<file path="config.mk">
export PLATFORM = sky130hd
export DESIGN_NAME = sn76489_bus_writer
export DESIGN_NICKNAME = d
export VERILOG_FILES = /design/src/rtl/sn76489_bus_writer.sv
export SDC_FILE = /design/constraint.sdc
export NUM_CORES = 1
export LEC_CHECK = 0
export ABC_AREA = 1
export BUFFER_PORTS_ARGS = -buffer_cell sky130_fd_sc_hd__buf_2
export CAP_MARGIN = 15
export CORE_MARGIN = 4
export CORE_UTILIZATION = 49
export DETAILED_ROUTE_END_ITERATION = 10
export GPL_TIMING_DRIVEN = 0
export PLACE_DENSITY_LB_ADDON = 0.3
export SLEW_MARGIN = 15
export SYNTH_ARGS = -nofsm -noshare
export SYNTH_HDL_FRONTEND = slang
export SYNTH_SLANG_ARGS = --single-unit
</file>
<file path="constraint.sdc">
create_clock -name clock_i -period 1.4 [get_ports clock_i]
set_input_delay 0.21 -clock clock_i [delete_from_list [all_inputs] [get_ports clock_i]]
set_output_delay 0.21 -clock clock_i [all_outputs]
set_load 0.02 [all_outputs]
</file>
<file path="src/rtl/sn76489_bus_writer.sv">
// SN76489 register-write bus master: encodes (register, value) commands into
// latch/data byte strobes on the chip bus, with READY handshake and timeout.
module sn76489_bus_writer #(
  parameter int SETUP_CYC   = 1,
  parameter int STROBE_MIN  = 2,
  parameter int RDY_TIMEOUT = 256,
  parameter int GAP_CYC     = 2
) (
  input  logic       clock_i,
  input  logic       res_i,
  input  logic       cmd_valid_i,
  output logic       cmd_ready_o,
  input  logic [2:0] cmd_reg_i,
  input  logic [9:0] cmd_val_i,
  output logic       done_o,
  output logic       err_o,
  input  logic       err_clr_i,
  output logic       busy_o,
  output logic [7:0] d_o,
  output logic       ce_n_o,
  output logic       we_n_o,
  input  logic       ready_i
);

  localparam logic [1:0] ST_IDLE   = 2'd0;
  localparam logic [1:0] ST_SETUP  = 2'd1;
  localparam logic [1:0] ST_STROBE = 2'd2;
  localparam logic [1:0] ST_GAP    = 2'd3;

  localparam int MAX_SG  = (SETUP_CYC > GAP_CYC) ? SETUP_CYC : GAP_CYC;
  localparam int MAX_ST  = (STROBE_MIN > RDY_TIMEOUT) ? STROBE_MIN : RDY_TIMEOUT;
  localparam int CNT_MAX = (MAX_SG > MAX_ST) ? MAX_SG : MAX_ST;
  localparam int CNT_W   = $clog2(CNT_MAX + 1);

  localparam logic [CNT_W-1:0] CNT_ZERO  = CNT_W'(0);
  localparam logic [CNT_W-1:0] CNT_ONE   = CNT_W'(1);
  localparam logic [CNT_W-1:0] CNT_SETUP = CNT_W'(SETUP_CYC);
  localparam logic [CNT_W-1:0] CNT_SMIN  = CNT_W'(STROBE_MIN);
  localparam logic [CNT_W-1:0] CNT_TMO   = CNT_W'(RDY_TIMEOUT);
  localparam logic [CNT_W-1:0] CNT_GAP   = CNT_W'(GAP_CYC);

  // Returns {two_byte, data_byte, latch_byte}; noise control keeps only v[2:0].
  function automatic logic [16:0] encode_cmd(input logic [2:0] r, input logic [9:0] v);
    logic [3:0] nib;
    logic       two;
    if (r == 3'd6) begin
      nib = {1'b0, v[2:0]};
    end else begin
      nib = v[3:0];
    end
    two = (r[0] == 1'b0) && (r[2:1] != 2'b11);
    return {two, 2'b00, v[9:4], 1'b1, r, nib};
  endfunction

  logic [1:0]       state_r;
  logic [CNT_W-1:0] cnt_r;
  logic [7:0]       data_r;
  logic             pend_r;
  logic [7:0]       d_r;
  logic             ce_n_r;
  logic             we_n_r;
  logic             done_r;
  logic             err_r;
  logic [16:0]      enc_s;
  logic             strobe_ok_s;
  logic             timeout_s;

  assign enc_s       = encode_cmd(cmd_reg_i, cmd_val_i);
  assign cmd_ready_o = (state_r == ST_IDLE) && !res_i;
  assign busy_o      = (state_r != ST_IDLE);
  assign d_o         = d_r;
  assign ce_n_o      = ce_n_r;
  assign we_n_o      = we_n_r;
  assign done_o      = done_r;
  assign err_o       = err_r;

  // Strobe exit decode: handshake completion, else READY timeout
  always_comb begin
    strobe_ok_s = 1'b0;
    timeout_s   = 1'b0;
    if (state_r == ST_STROBE) begin
      strobe_ok_s = (cnt_r >= CNT_SMIN) && ready_i;
      timeout_s   = !strobe_ok_s && (cnt_r >= CNT_TMO);
    end else begin
      strobe_ok_s = 1'b0;
      timeout_s   = 1'b0;
    end
  end

  // Bus sequencer: IDLE -> SETUP -> STROBE -> GAP, repeating once for a data byte
  always_ff @(posedge clock_i) begin
    if (res_i) begin
      state_r <= ST_IDLE;
      cnt_r   <= CNT_ZERO;
      data_r  <= 8'h00;
      pend_r  <= 1'b0;
      d_r     <= 8'h00;
      ce_n_r  <= 1'b1;
      we_n_r  <= 1'b1;
      done_r  <= 1'b0;
    end else begin
      done_r <= 1'b0;
      case (state_r)
        ST_IDLE: begin
          if (cmd_valid_i) begin
            state_r <= ST_SETUP;
            cnt_r   <= CNT_ONE;
            d_r     <= enc_s[7:0];
            data_r  <= enc_s[15:8];
            pend_r  <= enc_s[16];
          end
        end
        ST_SETUP: begin
          if (cnt_r >= CNT_SETUP) begin
            state_r <= ST_STROBE;
            cnt_r   <= CNT_ONE;
            ce_n_r  <= 1'b0;
            we_n_r  <= 1'b0;
          end else begin
            cnt_r <= cnt_r + CNT_ONE;
          end
        end
        ST_STROBE: begin
          if (strobe_ok_s || timeout_s) begin
            state_r <= ST_GAP;
            cnt_r   <= CNT_ONE;
            ce_n_r  <= 1'b1;
            we_n_r  <= 1'b1;
            if (timeout_s) begin
              pend_r <= 1'b0;
            end
          end else begin
            cnt_r <= cnt_r + CNT_ONE;
          end
        end
        ST_GAP: begin
          if (cnt_r >= CNT_GAP) begin
            if (pend_r) begin
              state_r <= ST_SETUP;
              cnt_r   <= CNT_ONE;
              d_r     <= data_r;
              pend_r  <= 1'b0;
            end else begin
              state_r <= ST_IDLE;
              cnt_r   <= CNT_ZERO;
              done_r  <= 1'b1;
            end
          end else begin
            cnt_r <= cnt_r + CNT_ONE;
          end
        end
        default: begin
          state_r <= ST_IDLE;
          cnt_r   <= CNT_ZERO;
          pend_r  <= 1'b0;
          ce_n_r  <= 1'b1;
          we_n_r  <= 1'b1;
        end
      endcase
    end
  end

  // Sticky timeout flag; a timeout in the same cycle as a clear keeps it set
  always_ff @(posedge clock_i) begin
    if (res_i) begin
      err_r <= 1'b0;
    end else if (timeout_s) begin
      err_r <= 1'b1;
    end else if (err_clr_i) begin
      err_r <= 1'b0;
    end else begin
      err_r <= err_r;
    end
  end

endmodule

</file>
==> key figures, run 1 <==
Outcome
  – Outcome: finished, violations left
  – Failing checks: setup timing

Final layout
  – # nets final: 301
  – Sequential Area: 601 um2
  – Commonest non-fill, non-tap cell in the layout: nand2_1
  – Fillers: 252
  – Synth-to-layout area growth: 35.3%
  – Final instance area: 2220 um2
  – Antenna diodes: 0
  – Layout cell share with drive strength beyond 1: 44.6%
  – Multi-input gate area: 1070 um2
  – Most frequent cells in the layout: 36 x nand2_1, 28 x buf_2, 25 x nor2_1

Worst setup path
  – Crit path capture type: register
  – Worst path bufs/invs: 2
  – CP Cell Sequence: inv_2 -> ha_4 -> inv_2 -> nor2_1 -> nand2_1 -> nor2_2 -> nor2_2 -> nand2_2 -> nand3_4 -> o21ai_2 -> nor2_1
  – Worst-path maximum fanout: 5
  – Worst Path Required: 1.63 ns
  – Top delay family on crit path: simple AND/OR/NAND/NOR gates
  – Slowest stage cell, crit path: dfxtp_4
  – Crit Path Category: reg -> reg
  – Critical Path AT: 1.78 ns
  – CP max stage delay: 0.37 ns
  – Setup crit start kind: register

Floorplan
  – Row cnt: 20
  – Initial core utilization: 52.5%
  – DIE AREA: 4340 um2
  – CORE AREA: 3130 um2
  – Die Wd: 65.9 um
  – Die height: 65.9 um
  – Io pins: 32

Clocking
  – Clock transition at path regs: 0.10 ns
  – CTS tree: done
  – Clock latency on the worst-skew pair: 0.33 ns
  – Clock tree root driver cell: clkbuf_4
  – Inserted Clock Buffers: 5
  – CTS Hold Buffers Added: 0
  – H-tree Lvls: 2
  – CTS Buffer Depth: 2
  – Sinks on Clock Net: 29

Detailed routing
  – First-pass DRT Iterations: 7
  – Vias per cell: 5.11
  – Drt drc: 0
  – 1st-iter DRT viols: 90
  – Routed Antenna Nets: 0
  – Routed wire length: 4300 um
  – Drt wl/cell: 13.4 um
  – Via count: 1645

Placed design
  – Placed cell area: 1870 um2
  – GPL Wtd Cong: 0.827
  – Placement Setup Slack: -0.158 ns
  – Detail Placement HPWL: 2620 um
  – Buffers on Ports: 30

Global routing
  – Global Route Usage Sum: 20.8%
  – Grt ovf: 0
  – First-pass GRT wire length: 6870 um
  – Initial antenna violation count: 0
  – Vias in the first global route: 1506
  – Largest net degree at the start of global routing: 11

Logic synthesis
  – Top FF cell, synth: dfxtp_1
  – EDFF count, synth: 0
  – Post-synth top area share: 35.3%
  – Async S/R FF share, synth: 0%
  – Syn avg cell area: 7.21 um2
  – Syn_nets: 252
  – Syn Std Cell Area: 1640 um2
  – Post-synthesis cell type count: 32
  – Synthesized flop and latch total: 29
  – Synth warn: 0
  – Leading area contributor after synthesis: dfxtp_1
  – Cell count after synthesis: 228
  – Register area share after synthesis: 35.3%
  – Synth top area cells: dfxtp_1 35%, nand2_1 9.1%, nor2_1 7.1%

STA
  – Final Hold Viols: 0
  – Setup Skew: 0.00829 ns
  – Final Cycle Share: 111%
  – Final setup fails: 17
  – Slew @ Worst Pin: 0.563 ns
  – PnR worst setup slack: -0.152 ns
  – Maximum clock rate: 0.644 GHz
  – Relative slew slack: 62.4%
  – Max-slew violations: 0
  – Setup TNS: -1.19 ns
  – RSZ-0062 raised after global routing: yes
  – Final min period: 1.55 ns

Power
  – Peak VDD IR: 1.43 mV
  – Tot Pwr: 4.73 mW
  – Power Density: 2130 nW/um2
  – Leak: 1.04 nW

Flow run
  – # Max-Cap Violations: 0

Hold path
  – Hold Path Class: in -> reg
[per-layer routing]
layer	vias to the layer above	GRT usage [%]	part of all wire, %
met5	-	0	0
met4	0	9.33	2.3
met3	12	3.74	4.7
met2	54	35.4	50
met1	753	25.2	43
li1	826	-	-
[cell families after synthesis]
logic type                 after synthesis  share of synthesized area (%)
and+or+nand+nor                        109                           31.7
adders and majority gates                6                           4.57
xor gates and xnor gates                 5                           2.67
muxes                                    2                           1.22
buffers and inverters                   39                           10.6
AOI/OAI and AO/OA                       38                           13.9
DFF                                     29                           35.3
[final timing paths]
kind,endpoint,startpoint,cells past startpoint,slack [ns]
worst min-delay path,err_o,err_clr_i,4,0.12
worst max register to register,state_r[0],cnt_r[1],11,-0.15
worst min register to register,err_o,err_o,2,0.47
worst max-delay path,state_r[0],cnt_r[1],11,-0.15
[flip-flops by register name, summed over array words and instances, names as in the netlist]
| signal | cells |
|---|---|
| err_o | 1 |
| data_r | 6 |
| d_o | 8 |
| done_o | 1 |
| state_r | 2 |
| we_n_o | 1 |
| pend_r | 1 |
| cnt_r | 9 |
[stage by stage]
step           utilization (%)  hold slack [ns]  instances
2_1_floorplan                -            0.373        228
3_3_place_gp              59.8            0.449        302
6_report                  71.1            0.116        322
3_5_place_dp              59.8            0.456        302
5_1_grt                   71.1            0.128        322
4_1_cts                   66.1            0.117        319
[power by group]
group / internal [mW] / leakage, nW / switching (mW)
registers: 1.06 / 0.243 / 0.175
logic: 1.26 / 0.766 / 1.74
clock network: 0.191 / 0.0320 / 0.304
[timing repair]
action,in CTS,in global routing
gates resized for setup,29,41
pin swaps,9,13
setup endpoints to repair,22,29
setup buffers,9,3
cloned,2,0
[tightest hold or removal path: cells and delay by family]
family | cells | cell delay (ns)
AOI/OAI and AO/OA | 1 | 0.05
buffers and inverters | 2 | 0.11
and+or+nand+nor | 1 | 0.05
[cell type report]
class	instances	share of cell area, %
Multi-Input combinational cell	161	48.1
Clock inverter	2	0.450
Sequential cell	29	27.0
Buffer	8	3.04
Clock buffer	6	1.86
Timing Repair Buffer	43	11.9
Inverter	29	5.23
Tap cell	44	2.48
[cells in the mapped netlist (2+ instances only)]
library cell	instances
a21oi_1	15
buf_2	4
buf_4	2
buf_6	2
clkbuf_1	2
dfxtp_1	29
ha_1	6
inv_1	28
mux2i_1	2
nand2_1	40
nand2_2	3
nand2_4	2
nand3_1	20
nand3_2	2
nor2_1	31
nor2_2	3
nor2_4	2
o211a_1	2
o21ai_0	13
o21ai_1	3
or2_2	2
xor2_1	5
(Power assumes the default switching activity.)
==> run 2, diff against run 1 <==
==> constraint.sdc (replaced) <==
create_clock -name clock_i -period 1.4 [get_ports clock_i]
set_input_delay 0.28 -clock clock_i [delete_from_list [all_inputs] [get_ports clock_i]]
set_output_delay 0.28 -clock clock_i [all_outputs]
set_load 0.02 [all_outputs]
==> run 2 against run 1 <==
  * The run still ends with setup timing left
  * First-iteration DRC count unchanged
  * Register-to-register slack improved by 0.07 ns
  * Die area unchanged
  * Flip-flop and latch count unchanged
  * Clock skew decreased by 0.00092 ns
  * Via count decreased by 0.85%
  * Sequential share of layout area increased by 0.29 points
  * Fmax increased by 0.43%
  * Combinational power decreased by 4%
  * Global-route usage decreased by 1.4 points
  * Critical path type is now reg -> out
==> key figures, run 2 (synthesized netlist as in run 1, its figures left out) <==
Floorplan
  – Die Wd: 65.9 um (unchanged)
  – Initial core utilization: 52.5% (unchanged)
  – Io pins: 32 (unchanged)
  – CORE AREA: 3130 um2 (unchanged)
  – DIE AREA: 4340 um2 (unchanged)
  – Die height: 65.9 um (unchanged)
  – Row cnt: 20 (unchanged)

Placed design
  – Detail Placement HPWL: 2620 um (unchanged)
  – GPL Wtd Cong: 0.827 (unchanged)
  – Placed cell area: 1870 um2 (unchanged)
  – Buffers on Ports: 30 (unchanged)

Final layout
  – Reg with most FFs: cnt_r
  – Largest register FFs: 9 (unchanged)
  – # nets final: 302 (+0.33%)
  – Final instance area: 2210 um2 (-0.45%)
  – Multi-input gate area: 1050 um2 (-2.0%)
  – Commonest non-fill, non-tap cell in the layout: nand2_1
  – Fillers: 255 (+1.2%)
  – Synth-to-layout area growth: 34.7%
  – Finished Core Util: 70.8% (-0.32 points)
  – Sequential Area: 604 um2 (+0.63%)
  – Layout cell share with drive strength beyond 1: 43.4% (-1.2 points)
  – Most frequent cells in the layout: 35 x nand2_1, 29 x buf_2, 25 x nor2_1
  – Antenna diodes: 0 (unchanged)

STA
  – Final min period: 1.55 ns (-0.00657 ns)
  – PnR worst setup slack: -0.146 ns (+0.00657 ns)
  – Final setup fails: 19 (+2)
  – Relative slew slack: 77.3% (+15 points)
  – Setup TNS: -0.882 ns (+0.312 ns)
  – Maximum clock rate: 0.647 GHz (+0.43%)
  – Max-slew violations: 0 (unchanged)
  – Final Hold Viols: 0 (unchanged)
  – RSZ-0062 raised after global routing: yes
  – Final Cycle Share: 110% (-0.47 points)
  – Setup Skew: 0.00737 ns (-0.000920 ns)
  – Slew @ Worst Pin: 0.341 ns (-0.222 ns)

Clocking
  – H-tree Lvls: 2 (unchanged)
  – CTS Buffer Depth: 2 (unchanged)
  – Sinks on Clock Net: 29 (unchanged)
  – Inserted Clock Buffers: 5 (unchanged)
  – CTS tree: done
  – Clock transition at path regs: 0.10 ns (about the same)
  – Clock latency on the worst-skew pair: 0.34 ns (about the same)
  – Clock tree root driver cell: clkbuf_4

Outcome
  – Outcome: finished, violations left
  – Failing checks: setup timing

Global routing
  – Initial antenna violation count: 0 (unchanged)
  – First-pass GRT wire length: 6410 um (-6.6%)
  – Largest net degree at the start of global routing: 11 (unchanged)
  – Vias in the first global route: 1482 (-1.6%)
  – Global Route Usage Sum: 19.4% (-1.4 points)
  – Grt ovf: 0 (unchanged)

Worst setup path
  – CP max stage delay: 0.37 ns (about the same)
  – Slowest stage cell, crit path: dfxtp_4
  – Setup crit start kind: register
  – Crit path capture type: output port
  – Flop2flop setup slack: -0.08 ns (+0.07 ns)
  – Top delay family on crit path: flip-flops
  – Critical Path AT: 1.27 ns (-0.51 ns)
  – Worst path bufs/invs: 4 (+2)
  – Crit Path Category: reg -> out
  – CP Cell Sequence: inv_4 -> ha_4 -> inv_4 -> buf_6 -> nor2_4 -> buf_6
  – Worst-path maximum fanout: 4 (-1)
  – Worst Path Required: 1.12 ns (-0.51 ns)

Detailed routing
  – Drt drc: 0 (unchanged)
  – Via count: 1631 (-0.85%)
  – 1st-iter DRT viols: 90 (unchanged)
  – Routed Antenna Nets: 0 (unchanged)
  – Routed wire length: 4050 um (-5.8%)
  – Vias per cell: 5.05 (-1.2%)
  – First-pass DRT Iterations: 4 (-3)
  – Drt wl/cell: 12.5 um (-6.1%)

Hold path
  – Hold Path Class: in -> reg

Power
  – Peak VDD IR: 1.19 mV (-17%)
  – Power Density: 2070 nW/um2 (-2.8%)
  – Leak: 1.05 nW (+1.1%)

Flow run
  – # Max-Cap Violations: 0 (unchanged)
[run 2: cell types whose count changed in the layout (fill, tap and decap cells not counted), sizes merged]
cell / delta
buf: +1
inv: -1
clkinvlp: +1
[run 2: path summary, 6_finish.rpt]
check / start / end / cells past startpoint
worst max-delay path: state_r[0] / cmd_ready_o / 6
worst min-delay path: err_clr_i / err_o / 4
worst max register to register: state_r[1] / state_r[0] / 11
worst min register to register: err_o / err_o / 2
[run 2: worst reg2reg max path, delay by kind of cell (launching register included)]
kind / cells / cell delay, ns
AND/OR/NAND/NOR: 6 / 0.60
flip-flops: 1 / 0.33
buffers and inverters: 4 / 0.26
adder cells (fa/ha/maj): 1 / 0.20
[run 2: per-stage QoR]
step | hold WS [ns] | cells | setup WS (ns) | power (mW)
finish | 0.179 | 323 | -0.146 | 4.58
global route | 0.192 | 323 | -0.189 | 4.93
CTS | 0.187 | 319 | -0.162 | 4.10
global placement | 0.449 | 302 | -0.159 | 3.22
detailed placement | 0.456 | 302 | -0.158 | 3.26
floorplan | 0.443 | 228 | 0.0329 | 2.76
[run 2: power by group]
group / internal (mW) / switching, mW / total (mW)
Sequential: 1.05 / 0.145 / 1.20
Combinational: 1.22 / 1.66 / 2.88
Clock: 0.191 / 0.309 / 0.499
Total: 2.46 / 2.11 / 4.58
[run 2: routing by layer]
layer	vias to the layer above	routed length [um]	GRT usage, %
met3	15	177	4.42
met1	738	1870	23.8
met2	43	1900	31.0
met4	0	109	10.6
li1	835	-	-
met5	-	0	0
[run 2: layout make-up]
| cell class | count | area share, % |
|---|---|---|
| inverters | 29 | 5.31 |
| repair buffers | 44 | 12.2 |
| well taps | 44 | 2.49 |
| flip-flops and latches | 29 | 27.3 |
| clock inverters | 2 | 0.452 |
| multi-input cells | 161 | 47.3 |
| clock buffers | 6 | 1.87 |
| plain buffers | 8 | 3.11 |
[run 2: repair_timing]
item	in CTS	in global routing
endpoints found under the setup margin	22	30
pin swaps	8	5
hold buffers	0	0
cloned	1	1
gates resized for setup	24	45
buffers inserted	9	4
==> run 3, diff against run 2 <==
--- a/config.mk
+++ b/config.mk
@@ -5,7 +5,7 @@
 export SDC_FILE = /design/constraint.sdc
 export NUM_CORES = 1
 export LEC_CHECK = 0
-export ABC_AREA = 1
+export ABC_AREA = 0
 export BUFFER_PORTS_ARGS = -buffer_cell sky130_fd_sc_hd__buf_2
 export CAP_MARGIN = 15
 export CORE_MARGIN = 4
==> run 3 against run 2 <==
  * The run still ends with setup timing left
  * Flip-flop and latch count stayed put
  * Fmax is 12% lower
  * Final cell count decreased by 8.4%
  * Highest routed layer unchanged
==> key figures, run 3 <==
Clocking
  – CTS Buffer Depth: 2 (unchanged)
  – Clock transition at path regs: 0.10 ns (about the same)
  – CTS tree: done
  – Clock tree root driver cell: clkbuf_4
  – H-tree Lvls: 2 (unchanged)
  – Clock latency on the worst-skew pair: 0.35 ns (about the same)
  – Inserted Clock Buffers: 5 (unchanged)
  – Sinks on Clock Net: 29 (unchanged)

Global routing
  – Largest net degree at the start of global routing: 11 (unchanged)
  – Initial antenna violation count: 0 (unchanged)
  – Vias in the first global route: 1645 (+11%)
  – First-pass GRT wire length: 7780 um (+21%)
  – Global Route Usage Sum: 24.1% (+4.7 points)
  – Grt ovf: 0 (unchanged)

Worst setup path
  – Reg2Reg Depth: 7 (-4)
  – Worst Path Required: 1.68 ns (+0.56 ns)
  – Crit Path Category: reg -> reg
  – Setup crit start kind: register
  – Worst-path maximum fanout: 5 (+1)
  – Flop2flop setup slack: -0.37 ns (-0.29 ns)
  – Reg2reg end: state_r[1]
  – Critical Path AT: 2.04 ns (+0.77 ns)
  – Worst r2r src: state_r[1]
  – Crit path capture type: register

Placed design
  – GPL Wtd Cong: 0.873 (+5.6%)
  – Detail Placement HPWL: 2970 um (+14%)
  – Buffers on Ports: 30 (unchanged)

Logic synthesis
  – Leading area contributor after synthesis: dfxtp_1
  – Post-synthesis cell type count: 50 (+56%)
  – Post-synth top area share: 35.6% (+0.27 points)
  – Top FF cell, synth: dfxtp_1
  – Count leader, synth: dfxtp_1
  – Cell count after synthesis: 187 (-18%)
  – Syn_nets: 211 (-16%)
  – EDFF count, synth: 0 (unchanged)
  – Synth warn: 0 (unchanged)
  – Register area share after synthesis: 35.6% (+0.27 points)
  – Synthesized flop and latch total: 29 (unchanged)
  – Async S/R FF share, synth: 0% (unchanged)
  – Syn Std Cell Area: 1630 um2 (-0.76%)
  – Synth top area cells: dfxtp_1 36%, a211oi_2 5.4%, a21oi_1 4.6%
  – Syn avg cell area: 8.72 um2 (+21%)
  – Synth top cells by count: 29 x dfxtp_1, 19 x nand2_1, 15 x a21oi_1

Floorplan
  – CORE AREA: 3130 um2 (unchanged)
  – Row cnt: 20 (unchanged)
  – Io pins: 32 (unchanged)
  – Die height: 65.7 um (-0.33%)
  – DIE AREA: 4310 um2 (-0.67%)
  – Die Wd: 65.7 um (-0.33%)
  – Initial core utilization: 52.1% (-0.40 points)

STA
  – Final Cycle Share: 126% (+16 points)
  – Final setup fails: 23 (+4)
  – Max-slew violations: 0 (unchanged)
  – Final min period: 1.77 ns (+0.220 ns)
  – Maximum clock rate: 0.567 GHz (-12%)
  – Setup TNS: -5.17 ns (-4.29 ns)
  – RSZ-0062 raised after global routing: yes
  – PnR worst setup slack: -0.365 ns (-0.220 ns)
  – Slew @ Worst Pin: 0.647 ns (+0.306 ns)
  – Relative slew slack: 56.8% (-20 points)
  – Final Hold Viols: 0 (unchanged)
  – Setup Skew: 0.0140 ns (+0.00664 ns)
  – Hold WS: 0.173 ns (-0.00580 ns)

Final layout
  – Reg with most FFs: cnt_r
  – Synth-to-layout area growth: 53.7%
  – Commonest non-fill, non-tap cell in the layout: buf_2
  – Antenna diodes: 0 (unchanged)
  – Most frequent cells in the layout: 29 x buf_2, 21 x buf_4, 20 x dfxtp_1
  – Layout cell share with drive strength beyond 1: 54.4% (+11 points)
  – Largest register FFs: 9 (unchanged)
  – # nets final: 275 (-8.9%)

Flow run
  – # Max-Cap Violations: 0 (unchanged)

Detailed routing
  – 1st-iter DRT viols: 143 (+59%)
  – Via count: 1754 (+7.5%)
  – Routed Antenna Nets: 0 (unchanged)
  – Routed wire length: 5420 um (+34%)
  – First-pass DRT Iterations: 4 (unchanged)
  – Vias per cell: 5.93 (+17%)
  – Drt wl/cell: 18.3 um (+46%)
  – Drt drc: 0 (unchanged)

Hold path
  – Worst hold stages: 3 (-1)
  – Hold EP: data_r[0]
  – Hold Crit Start: cmd_val_i[4]
  – Hold Path Class: in -> reg

Power
  – Peak VDD IR: 1.06 mV (-11%)
  – Power Density: 1710 nW/um2 (-17%)
  – Leak: 0.989 nW (-6.0%)

Outcome
  – Failing checks: setup timing
  – Outcome: finished, violations left
-- run 3: changes by cell type after synthesis, moves of 4 or more --
cell and change:
nand2_1 -21, nor2_1 -21, inv_1 -20, nand3_1 -11, o21ai_0 -11, nor3_1 +9
a211oi_2 +7, nand2b_1 +6, clkbuf_1 +4
-- run 3: critical path, cell delays in order, from the launching register on --
cell and delay (ns):
dfxtp_4 0.41, inv_4 0.05, ha_4 0.18, nor3b_4 0.17
o311ai_4 0.39, buf_4 0.19, nand4_1 0.12, a21oi_2 0.17
-- run 3: per-layer routing --
| metal | global-route usage, % | vias up | part of all wire (%) | wire (um) |
|---|---|---|---|---|
| met5 | 0 | - | 0 | 0 |
| met3 | 3.59 | 26 | 5.7 | 309 |
| met1 | 28.0 | 835 | 39 | 2130 |
| li1 | - | 818 | - | - |
| met4 | 9.07 | 0 | 3.7 | 198 |
| met2 | 43.8 | 75 | 51 | 2780 |
-- run 3: report_power, final --
group	leakage [nW]	total, mW	switching, mW	internal [mW]
registers	0.243	1.14	0.162	0.982
logic	0.702	2.45	1.29	1.15
clock network	0.0437	0.688	0.333	0.354
-- run 3: how the worst max path moves through the flow --
stage | start | end | slack, ns | depth (start not counted)
6_report | state_r[1] | state_r[1] | -0.37 | 7
5_1_grt | state_r[0] | state_r[1] | -0.41 | 6
4_1_cts | state_r[0] | cnt_r[6] | -0.30 | 6
3_5_place_dp | state_r[0] | cnt_r[2] | -0.63 | 6
3_3_place_gp | state_r[0] | cnt_r[8] | -0.60 | 6
2_1_floorplan | state_r[1] | cnt_r[6] | -0.24 | 6
-- run 3: layout make-up --
type / count / area [um2]
inverters: 8 / 47.5
well taps: 44 / 55.1
fillers: 199 / 622
multi-input cells: 140 / 1220
plain buffers: 9 / 87.6
repair buffers: 58 / 412
flip-flops and latches: 29 / 604
clock buffers: 8 / 80.1
-- run 3: logic make-up after synthesis --
family	after synthesis	synth area share (%)
buffers and inverters	18	4.91
adder cells (fa/ha/maj)	6	4.60
flip-flops	29	35.6
multiplexers	5	3.07
AO/OA/AOI/OAI	52	25.2
XOR/XNOR	3	1.61
AND/OR/NAND/NOR	74	25.0
-- run 3: timing repair --
action,4_1_cts,5_1_grt
setup endpoints to repair,23,24
buffers inserted,23,6
pin swaps,24,10
resized for setup,33,31
cloned,0,0
hold buffers,0,0
endpoints found under the hold margin,0,0
-- run 3: stage by stage --
step                area [um2]  std cells  util [%]  worst slack, ns  power (mW)
floorplan                 1760        187         -           -0.237        2.37
global placement          1960        261      62.8           -0.597        2.73
detailed placement        1960        261      62.8           -0.631        2.76
CTS                       2350        292      75.2           -0.300        3.93
global route              2510        296      80.1           -0.411        4.47
finish                    2510        296      80.1           -0.365        4.28
